## src/rtl/conv_sched.sv

```systemverilog
// -----------------------------------------------------------------------------
// conv_sched -- sequencer for the 16-filter 3x3 convolution datapath.
//
// Fetches the weight block (36 beats), then the feature beats of every 4-column
// strip (strip-major, row-minor) over one in-order read port. It drives the
// weight-store write strobe and the datapath shift strobe in the return cycle,
// and raises a registered win_valid the cycle after every shift that completes
// a 3-row window.
//
// Optional feature: define CONV_SCHED_PERF_EN to add the 32-bit stall_cnt
// output (busy cycles with an ungranted request, saturating, cleared on start).
//
// Ports
//   clk, reset (async, active-low)
//   start, cfg_*            : host job launch and job configuration
//   rd_req/rd_addr/rd_gnt   : read request channel (held until granted)
//   rd_rvalid               : in-order read return
//   wgt_we/wgt_beat         : weight store write strobe and beat index
//   shift_en                : datapath shift strobe
//   win_valid/out_row/out_strip : window flag and its position
//   busy/done/err           : job status
// -----------------------------------------------------------------------------
module conv_sched #(
    parameter int ADDR_W    = 16,
    parameter int MAX_OUT   = 4,
    parameter int WGT_BEATS = 36
) (
    input  logic              clk,
    input  logic              reset,
    input  logic              start,
    input  logic [ADDR_W-1:0] cfg_wgt_base,
    input  logic [ADDR_W-1:0] cfg_feat_base,
    input  logic [7:0]        cfg_img_h,
    input  logic [7:0]        cfg_strips,
    input  logic              cfg_reuse_wgt,
    output logic              rd_req,
    output logic [ADDR_W-1:0] rd_addr,
    input  logic              rd_gnt,
    input  logic              rd_rvalid,
    output logic              wgt_we,
    output logic [5:0]        wgt_beat,
    output logic              shift_en,
    output logic              win_valid,
    output logic [7:0]        out_row,
    output logic [7:0]        out_strip,
    output logic              busy,
    output logic              done,
    output logic              err
`ifdef CONV_SCHED_PERF_EN
    ,
    output logic [31:0]       stall_cnt
`endif
);

    typedef enum logic [2:0] {
        S_IDLE,
        S_WLOAD,
        S_WDRAIN,
        S_FEAT,
        S_FDRAIN,
        S_DONE
    } state_t;

    state_t            state_q, state_d;
    logic [ADDR_W-1:0] wgt_base_q, wgt_base_d;
    logic [ADDR_W-1:0] feat_base_q, feat_base_d;
    logic [7:0]        img_h_q, img_h_d;
    logic [15:0]       total_q, total_d;      // feature beats in the job
    logic [15:0]       issue_q, issue_d;      // accepted requests this phase
    logic [3:0]        out_q, out_d;          // outstanding reads
    logic [5:0]        wret_q, wret_d;        // weight beats returned
    logic [7:0]        ret_row_q, ret_row_d;
    logic [7:0]        ret_strip_q, ret_strip_d;
    logic              win_valid_q, win_valid_d;
    logic [7:0]        out_row_q, out_row_d;
    logic [7:0]        out_strip_q, out_strip_d;
    logic              busy_q, busy_d;
    logic              done_q, done_d;
    logic              err_q, err_d;

    logic        start_ok;
    logic        cfg_bad;
    logic        active;
    logic        ret_ok;
    logic        req_c;
    logic        accept;
    logic        wgt_ret;
    logic        feat_ret;
    logic [15:0] phase_total;

    always_comb begin
        // NOTE: every signal assigned in this block gets a default first, so
        // no path leaves a value unassigned and no latch is inferred.
        state_d      = state_q;
        wgt_base_d   = wgt_base_q;
        feat_base_d  = feat_base_q;
        img_h_d      = img_h_q;
        total_d      = total_q;
        issue_d      = issue_q;
        out_d        = out_q;
        wret_d       = wret_q;
        ret_row_d    = ret_row_q;
        ret_strip_d  = ret_strip_q;
        win_valid_d  = 1'b0;
        out_row_d    = out_row_q;
        out_strip_d  = out_strip_q;
        err_d        = err_q;

        start_ok = start && (state_q == S_IDLE);
        cfg_bad  = (cfg_img_h < 8'd3) || (cfg_strips == 8'd0);
        active   = state_q inside {S_WLOAD, S_WDRAIN, S_FEAT, S_FDRAIN};
        // A return with nothing outstanding is a protocol violation: dropped.
        ret_ok   = rd_rvalid && active && (out_q != 4'd0);
        wgt_ret  = ret_ok && (state_q inside {S_WLOAD, S_WDRAIN});
        feat_ret = ret_ok && (state_q inside {S_FEAT, S_FDRAIN});

        phase_total = (state_q == S_WLOAD) ? 16'(WGT_BEATS) : total_q;
        // A same-cycle return frees a slot, so a full window may still issue.
        req_c  = (state_q inside {S_WLOAD, S_FEAT}) && (issue_q < phase_total) &&
                 ((out_q < 4'(MAX_OUT)) || rd_rvalid);
        accept = req_c && rd_gnt;

        if (accept) begin
            issue_d = issue_q + 16'd1;
        end
        if (accept && !ret_ok) begin
            out_d = out_q + 4'd1;
        end else if (!accept && ret_ok) begin
            out_d = out_q - 4'd1;
        end

        if (wgt_ret) begin
            wret_d = wret_q + 6'd1;
        end

        // Rows 0 and 1 of a strip only prime the shift register; the row
        // count alone gates validity, the slices themselves are never cleared.
        if (feat_ret) begin
            if (ret_row_q >= 8'd2) begin
                win_valid_d = 1'b1;
                out_row_d   = ret_row_q - 8'd2;
                out_strip_d = ret_strip_q;
            end
            if (ret_row_q == img_h_q - 8'd1) begin
                ret_row_d   = 8'd0;
                ret_strip_d = ret_strip_q + 8'd1;
            end else begin
                ret_row_d = ret_row_q + 8'd1;
            end
        end

        case (state_q)
            S_IDLE: begin
                if (start_ok) begin
                    wgt_base_d  = cfg_wgt_base;
                    feat_base_d = cfg_feat_base;
                    img_h_d     = cfg_img_h;
                    total_d     = 16'(cfg_strips) * 16'(cfg_img_h);
                    issue_d     = 16'd0;
                    out_d       = 4'd0;
                    wret_d      = 6'd0;
                    ret_row_d   = 8'd0;
                    ret_strip_d = 8'd0;
                    err_d       = cfg_bad;
                    if (cfg_bad) begin
                        state_d = S_DONE;
                    end else if (cfg_reuse_wgt) begin
                        state_d = S_FEAT;
                    end else begin
                        state_d = S_WLOAD;
                    end
                end
            end
            S_WLOAD: begin
                if (accept && (issue_q == 16'(WGT_BEATS - 1))) begin
                    state_d = S_WDRAIN;
                end
            end
            S_WDRAIN: begin
                if (out_q == 4'd0) begin
                    issue_d = 16'd0;
                    state_d = S_FEAT;
                end
            end
            S_FEAT: begin
                if (accept && (issue_q == total_q - 16'd1)) begin
                    state_d = S_FDRAIN;
                end
            end
            S_FDRAIN: begin
                // With nothing outstanding the last return was in an earlier
                // cycle, so its win_valid is on the outputs now.
                if (out_q == 4'd0) begin
                    state_d = S_DONE;
                end
            end
            S_DONE: begin
                state_d = S_IDLE;
            end
            default: begin
                state_d = S_IDLE;
            end
        endcase

        // busy covers the working states; it is already low in the done cycle.
        busy_d = !(state_d inside {S_IDLE, S_DONE});
        done_d = (state_d == S_DONE);
    end

    // NOTE: sequential state uses non-blocking assignments only, so every flop
    // samples the pre-edge values regardless of statement order.
    always_ff @(posedge clk or negedge reset) begin
        if (!reset) begin
            state_q     <= S_IDLE;
            wgt_base_q  <= '0;
            feat_base_q <= '0;
            img_h_q     <= 8'd0;
            total_q     <= 16'd0;
            issue_q     <= 16'd0;
            out_q       <= 4'd0;
            wret_q      <= 6'd0;
            ret_row_q   <= 8'd0;
            ret_strip_q <= 8'd0;
            win_valid_q <= 1'b0;
            out_row_q   <= 8'd0;
            out_strip_q <= 8'd0;
            busy_q      <= 1'b0;
            done_q      <= 1'b0;
            err_q       <= 1'b0;
        end else begin
            state_q     <= state_d;
            wgt_base_q  <= wgt_base_d;
            feat_base_q <= feat_base_d;
            img_h_q     <= img_h_d;
            total_q     <= total_d;
            issue_q     <= issue_d;
            out_q       <= out_d;
            wret_q      <= wret_d;
            ret_row_q   <= ret_row_d;
            ret_strip_q <= ret_strip_d;
            win_valid_q <= win_valid_d;
            out_row_q   <= out_row_d;
            out_strip_q <= out_strip_d;
            busy_q      <= busy_d;
            done_q      <= done_d;
            err_q       <= err_d;
        end
    end

`ifdef CONV_SCHED_PERF_EN
    logic [31:0] stall_q, stall_d;

    always_comb begin
        stall_d = stall_q;
        if (start_ok) begin
            stall_d = 32'd0;
        end else if (busy_q && req_c && !rd_gnt && (stall_q != '1)) begin
            stall_d = stall_q + 32'd1;
        end
    end

    always_ff @(posedge clk or negedge reset) begin
        if (!reset) begin
            stall_q <= 32'd0;
        end else begin
            stall_q <= stall_d;
        end
    end

    assign stall_cnt = stall_q;
`endif

    assign rd_req    = req_c;
    assign rd_addr   = ((state_q == S_WLOAD) ? wgt_base_q : feat_base_q) + ADDR_W'(issue_q);
    assign wgt_we    = wgt_ret;
    assign wgt_beat  = wret_q;
    assign shift_en  = feat_ret;
    assign win_valid = win_valid_q;
    assign out_row   = out_row_q;
    assign out_strip = out_strip_q;
    assign busy      = busy_q;
    assign done      = done_q;
    assign err       = err_q;

endmodule

```

## config.mk

```make
export PLATFORM = sky130hd
export DESIGN_NAME = conv_sched
export DESIGN_NICKNAME = d
export VERILOG_FILES = /design/src/rtl/conv_sched.sv
export SDC_FILE = /design/constraint.sdc
export NUM_CORES = 1
export LEC_CHECK = 0
export BUFFER_PORTS_ARGS = -buffer_cell sky130_fd_sc_hd__buf_2
export CORE_AREA = 5 5 133 135
export CTS_CLUSTER_SIZE = 28
export DETAILED_ROUTE_END_ITERATION = 8
export DIE_AREA = 0 0 138 140
export GPL_TIMING_DRIVEN = 1
export PLACE_DENSITY = 0.88
export SYNTH_ARGS = -nofsm -noshare
export SYNTH_HDL_FRONTEND = slang
export SYNTH_SLANG_ARGS = --single-unit
```

## constraint.sdc

```tcl
create_clock -name clk -period 6 [get_ports clk]
set_clock_uncertainty 0.15 [all_clocks]
set_input_delay 1.2 -clock clk [delete_from_list [all_inputs] [get_ports clk]]
set_output_delay 1.2 -clock clk [all_outputs]
set_load 0.01 [all_outputs]
```

-- After elaboration in Yosys (flattened, before gate mapping)
Index checks and enable logic that the tools add are counted.
- reductions and logical operators: 29
- multiplexer cells: 31
- equality and inequality tests: 8
- magnitude comparators: 4
- add/sub/neg operators: 10
- $mul: 1
- operators by type and width (kind ; number):
    $mux W16 ; 5
    $mux W8 ; 8
    $pmux W16 S2 ; 1
    $mux W3 ; 6
    $mux W6 ; 3
    $add A16 B1 Y16 const B ; 1
    $add A16 B16 Y16 ; 1
    $add A8 B1 Y8 const B ; 2
    $eq A16 B16 Y1 ; 1
    $eq A16 B6 Y1 const B ; 1
    $lt A16 B16 Y1 ; 1
    $mul A8 B8 Y16 ; 1
    $mux W4 ; 4
    $sub A16 B1 Y16 const B ; 1
    $pmux W3 S5 ; 1
    $logic_and A1 B1 Y1 ; 12
    $eq A8 B8 Y1 ; 1
    $ge A8 B2 Y1 const B ; 1
    $logic_not A8 Y1 ; 1
    $lt A8 B2 Y1 const B ; 1
    $reduce_bool A2 Y1 ; 4
    $reduce_bool A4 Y1 ; 2
    $sub A8 B1 Y8 const B ; 1
    $sub A8 B2 Y8 const B ; 1
    other kinds (14) ; 22
- bits in registers: 121
- output and inout bits: 45
- bits of input ports: 54
- logic and storage cells: 99

-- Logic depth before layout (Yosys ltp)
- depth after elaboration: 12
- depth in mapped cells: 18
- mapped depth without buffers: 17

-- Worst setup path before layout
No wires, ideal clock.
- path type: input -> register
- start: input port cfg_img_h[7]
- end: register total_q[15]
- path slack: 0.483 ns
- arrival time: 5.297 ns
- buffers on the path: 1
- cell stages on the path: 16
- cell sequence: clkbuf_1 -> nand2_1 -> fa_1 -> inv_1 -> fa_1 -> inv_1 -> fa_1 -> inv_1 -> fa_1 -> ha_1 -> or3_1 -> o21ai_0 -> a211oi_1 -> nor3_1 -> or4b_2 -> nand3_1
- longest elaborated chain between the ends: 1
- RTL lines (element ; RTL line ; text):
    start, declared ; 33 ; input logic [7:0] cfg_img_h,
    $mul A8 B8 Y16 ; 158 ; total_d = 16'(cfg_strips) * 16'(cfg_img_h);
    end signal, assigned ; 235 ; total_q <= total_d;
    end, declared ; 68 ; logic [15:0] total_q, total_d;
Every way passes these cells.
A chain may end at the register's enable or synchronous reset.

-- Final worst setup path
- start: register state_q[2]
- end: output port rd_addr[14]
- longest elaborated chain between the ends: 3
- RTL lines (element ; RTL line ; text):
    start, declared ; 64 ; state_t state_q, state_d;
    start signal, assigned ; 231 ; state_q <= state_d;
    $eq A3 B1 Y1 ; 274 ; assign rd_addr = ((state_q == S_WLOAD) ? wgt_base_q : feat_base_q) + ADDR_W'(issue_q);
    $mux W16 ; 274 ;
    $add A16 B16 Y16 ; 274 ;
    end, declared ; 37 ; output logic [ADDR_W-1:0] rd_addr,
Every way passes these cells.

==> summary.txt <==
Outcome - finished clean
Cell variety after synth - 60
Clk_lat worst skew - 0.41 ns
DP Cell Count - 1430
Worst R2R Start - state_q[2]
Area Growth Syn to Fin - 12.20%
Worst slew pin tran - 1.028 ns
Largest net degree at the start of global routing - 71
CP arrival - 4.20 ns
Critical Path Source - state_q[2]
Worst hold path type - flip-flop to flip-flop
Most Frequent Cell on Critical Path - nand2_1
Reg-to-reg slack, setup - 1.69 ns
DP HPWL - 17100 µm
CTS Sinks - 121
Final cell count without fillers - 1462
Family with the most delay on the worst path - simple AND/OR/NAND/NOR gates
Pwr per Cell Area - 447.2 nW/µm²
Detail Route Antenna Nets - 0
Starting Density - 58.36%
Final hold violations - 0
Vias in the first global route - 8315
TritonCTS clock tree - yes
Grt ovf - 0
DR iter-0 viols - 549
Core area - 16350 µm²
Number of flops mapped to enable cells by yosys - 0
N_diodes - 0
Critical path endpoint - rd_addr[14]
Critical-path cell list - nor2b_1, nand2_1, nand2_1, nand2_1, ha_1, fa_1, a21o_1, a21oi_1, nand2b_1, a21oi_1, a211oi_1, nor3_1, o311ai_0, buf_2
Max-slew headroom - 30.97%
Row count - 47
Period minus WS final - 5.548 ns
Crit path max-delay cell type - dfrtp_1
Die width - 138 µm
Post-synth top cells - 298 x nand2_1, 121 x dfrtp_1, 80 x inv_1
I/O Pins - 99
Initial antenna violation count - 0
Top_reg_cell synth - dfrtp_1
CTS buffer count - 17
Unrepaired setup endpoints after global routing - no
First-pass GRT wire length - 39360 µm
YS warnings - 0
Mapped cell area - 9540 µm²
I/O Buffers - 98
Synth top area cells - dfrtp_1 32%, nand2_1 12%, ha_1 10%
Total length of routed wires - 22780 µm
# DRC - 0
Post-route setup TNS - 0 ns
Post-synthesis sequential area ratio - 31.74%
Synthesized flop and latch total - 121
Count of mapped cells out of synthesis - 1158
# nets final - 1397
CTS clk-pin slew, worst paths - 0.06 ns
WS Path Type - flip-flop to output port
Post-CTS Setup Repair Bufs - 0
Pre-antenna DRT Iters - 5
DP Area - 10170 µm²
Syn avg cell area - 8.239 µm²
Per-cell routed wire length - 15.58 µm
Maximum VDD drop - 354.4 µV
GP Congestion - 0.9211
Largest stage delay on the critical path - 0.53 ns
CP Depth - 14
Leak pwr - 5.405 nW
Via count - 8430
Chip height - 140 µm
Count leader, synth - nand2_1
CP required - 4.65 ns
Clk buf depth - 2
DIE AREA - 19320 µm²
Design Area, Final - 10700 µm²
Final setup fails - 0
Tot Pwr - 4.787 mW
Cell taking the most area after synthesis - dfrtp_1
Total of max-cap violations - 0
Worst path bufs/invs - 1
Via density - 5.766
GRT Overall Usage - 24.08%
CTS H-Tree Depth - 4
Min Hold Slack - 0.3169 ns
Fraction of registers with async set/reset - 100.0%
Final Max Tran Viols - 0
Max Fclk - 180.3 MHz
Synth top area share - 31.74%
Max FO, Critical Path - 15
Post-CTS Hold Fix Bufs - 0
Root Driver - clkbuf_16
Startpoint types - flip-flop
Cts repair resizes - 0
Worst R2R End - busy
Synthesized net count - 1326
Critical Path End Type - output port
Post-route clock period utilization - 92.46%
Share of layout cells above drive strength 1 - 12.40%
Worst reg2reg path depth - 12
## per-layer routing
layer | global-route usage [%] | share of wire (%) | vias up
met3 | 5.147 | 6.0 | 41
met4 | 8.580 | 2.6 | 0
met1 | 30.88 | 42 | 4059
met5 | 0 | 0 | -
li1 | - | - | 4039
met2 | 40.54 | 49 | 291
## worst min-delay path: stages (launching register included)
cell     delay [ns]
dfrtp_1        0.33
nand2_1        0.05
nand2_1        0.05
## metrics by stage
stage	util, %	setup WS [ns]
after floorplan	-	0.4833
after global placement	62.21	0.3719
after detailed placement	62.21	0.2893
after CTS	65.48	0.4841
after global routing	65.48	0.1295
final	65.48	0.4525
## logic make-up after synthesis
group | count (synthesis) | share of synthesized area [%]
xor+xnor | 77 | 7.069
simple gates | 546 | 26.49
flops | 121 | 31.74
compound gates | 156 | 10.39
fa+ha+maj | 115 | 17.97
mux | 9 | 0.9574
buf+inv | 134 | 5.390
## power breakdown
part	total, mW	leakage, nW	switching (mW)	internal [mW]
Clock	0.903	0.265	0.359	0.544
Combinational	2.47	3.58	1.43	1.04
Sequential	1.42	1.56	0.321	1.10
Total	4.79	5.40	2.11	2.67
## placed cells by master, fill, tap and decap left out, types with 5 or more instances in the layout
cell,Yosys,final
or3_1,16,16
inv_1,80,80
nor2b_1,7,7
clkinv_2,0,7
ha_1,77,77
clkbuf_16,0,17
and3_1,7,7
buf_2,1,97
nor3_1,37,37
nor2_1,57,57
nand3_1,27,27
o31ai_1,6,6
a21oi_1,37,37
buf_4,0,9
o211ai_1,5,5
nand3b_1,5,5
nand2b_1,5,5
nand2_1,298,297
a21o_1,11,11
xnor2_1,45,45
o21ai_0,46,46
a211oi_1,13,13
mux2i_1,8,8
a31oi_1,7,7
nor4_1,12,12
and2_1,30,29
nand4_1,16,16
xor2_1,32,32
dfrtp_1,121,121
and4_1,5,5
or4_1,6,6
fa_1,37,37
## how the worst min path moves through the flow
stage	start	to	slack, ns	depth (start not counted)
after floorplan	feat_base_q[15]	feat_base_q[15]	0.29	2
after global placement	out_strip[5]	out_strip[5]	0.30	2
after detailed placement	out_strip[0]	out_strip[0]	0.31	2
after CTS	out_strip[0]	out_strip[0]	0.32	2
after global routing	feat_base_q[10]	feat_base_q[10]	0.34	2
final	out_strip[0]	out_strip[0]	0.32	2
## registers in the layout, indices dropped and copies added (netlist names)
register     cells
out_row          8
done             1
ret_row_q        8
issue_q         16
ret_strip_q      8
feat_base_q     16
total_q         16
out_strip        8
wgt_beat         6
state_q          3
busy             1
out_q            4
err              1
wgt_base_q      16
win_valid        1
img_h_q          8
## cell type report
type | count | area [µm²]
Clock buffer | 20 | 456.7
Timing Repair Buffer | 106 | 553.0
Clock inverter | 12 | 76.32
Inverter | 80 | 300.3
Tap cell | 220 | 275.3
Fill cell | 1297 | 5644
Sequential cell | 121 | 3028
Multi-Input combinational cell | 903 | 6015
(Power assumes the default switching activity.)
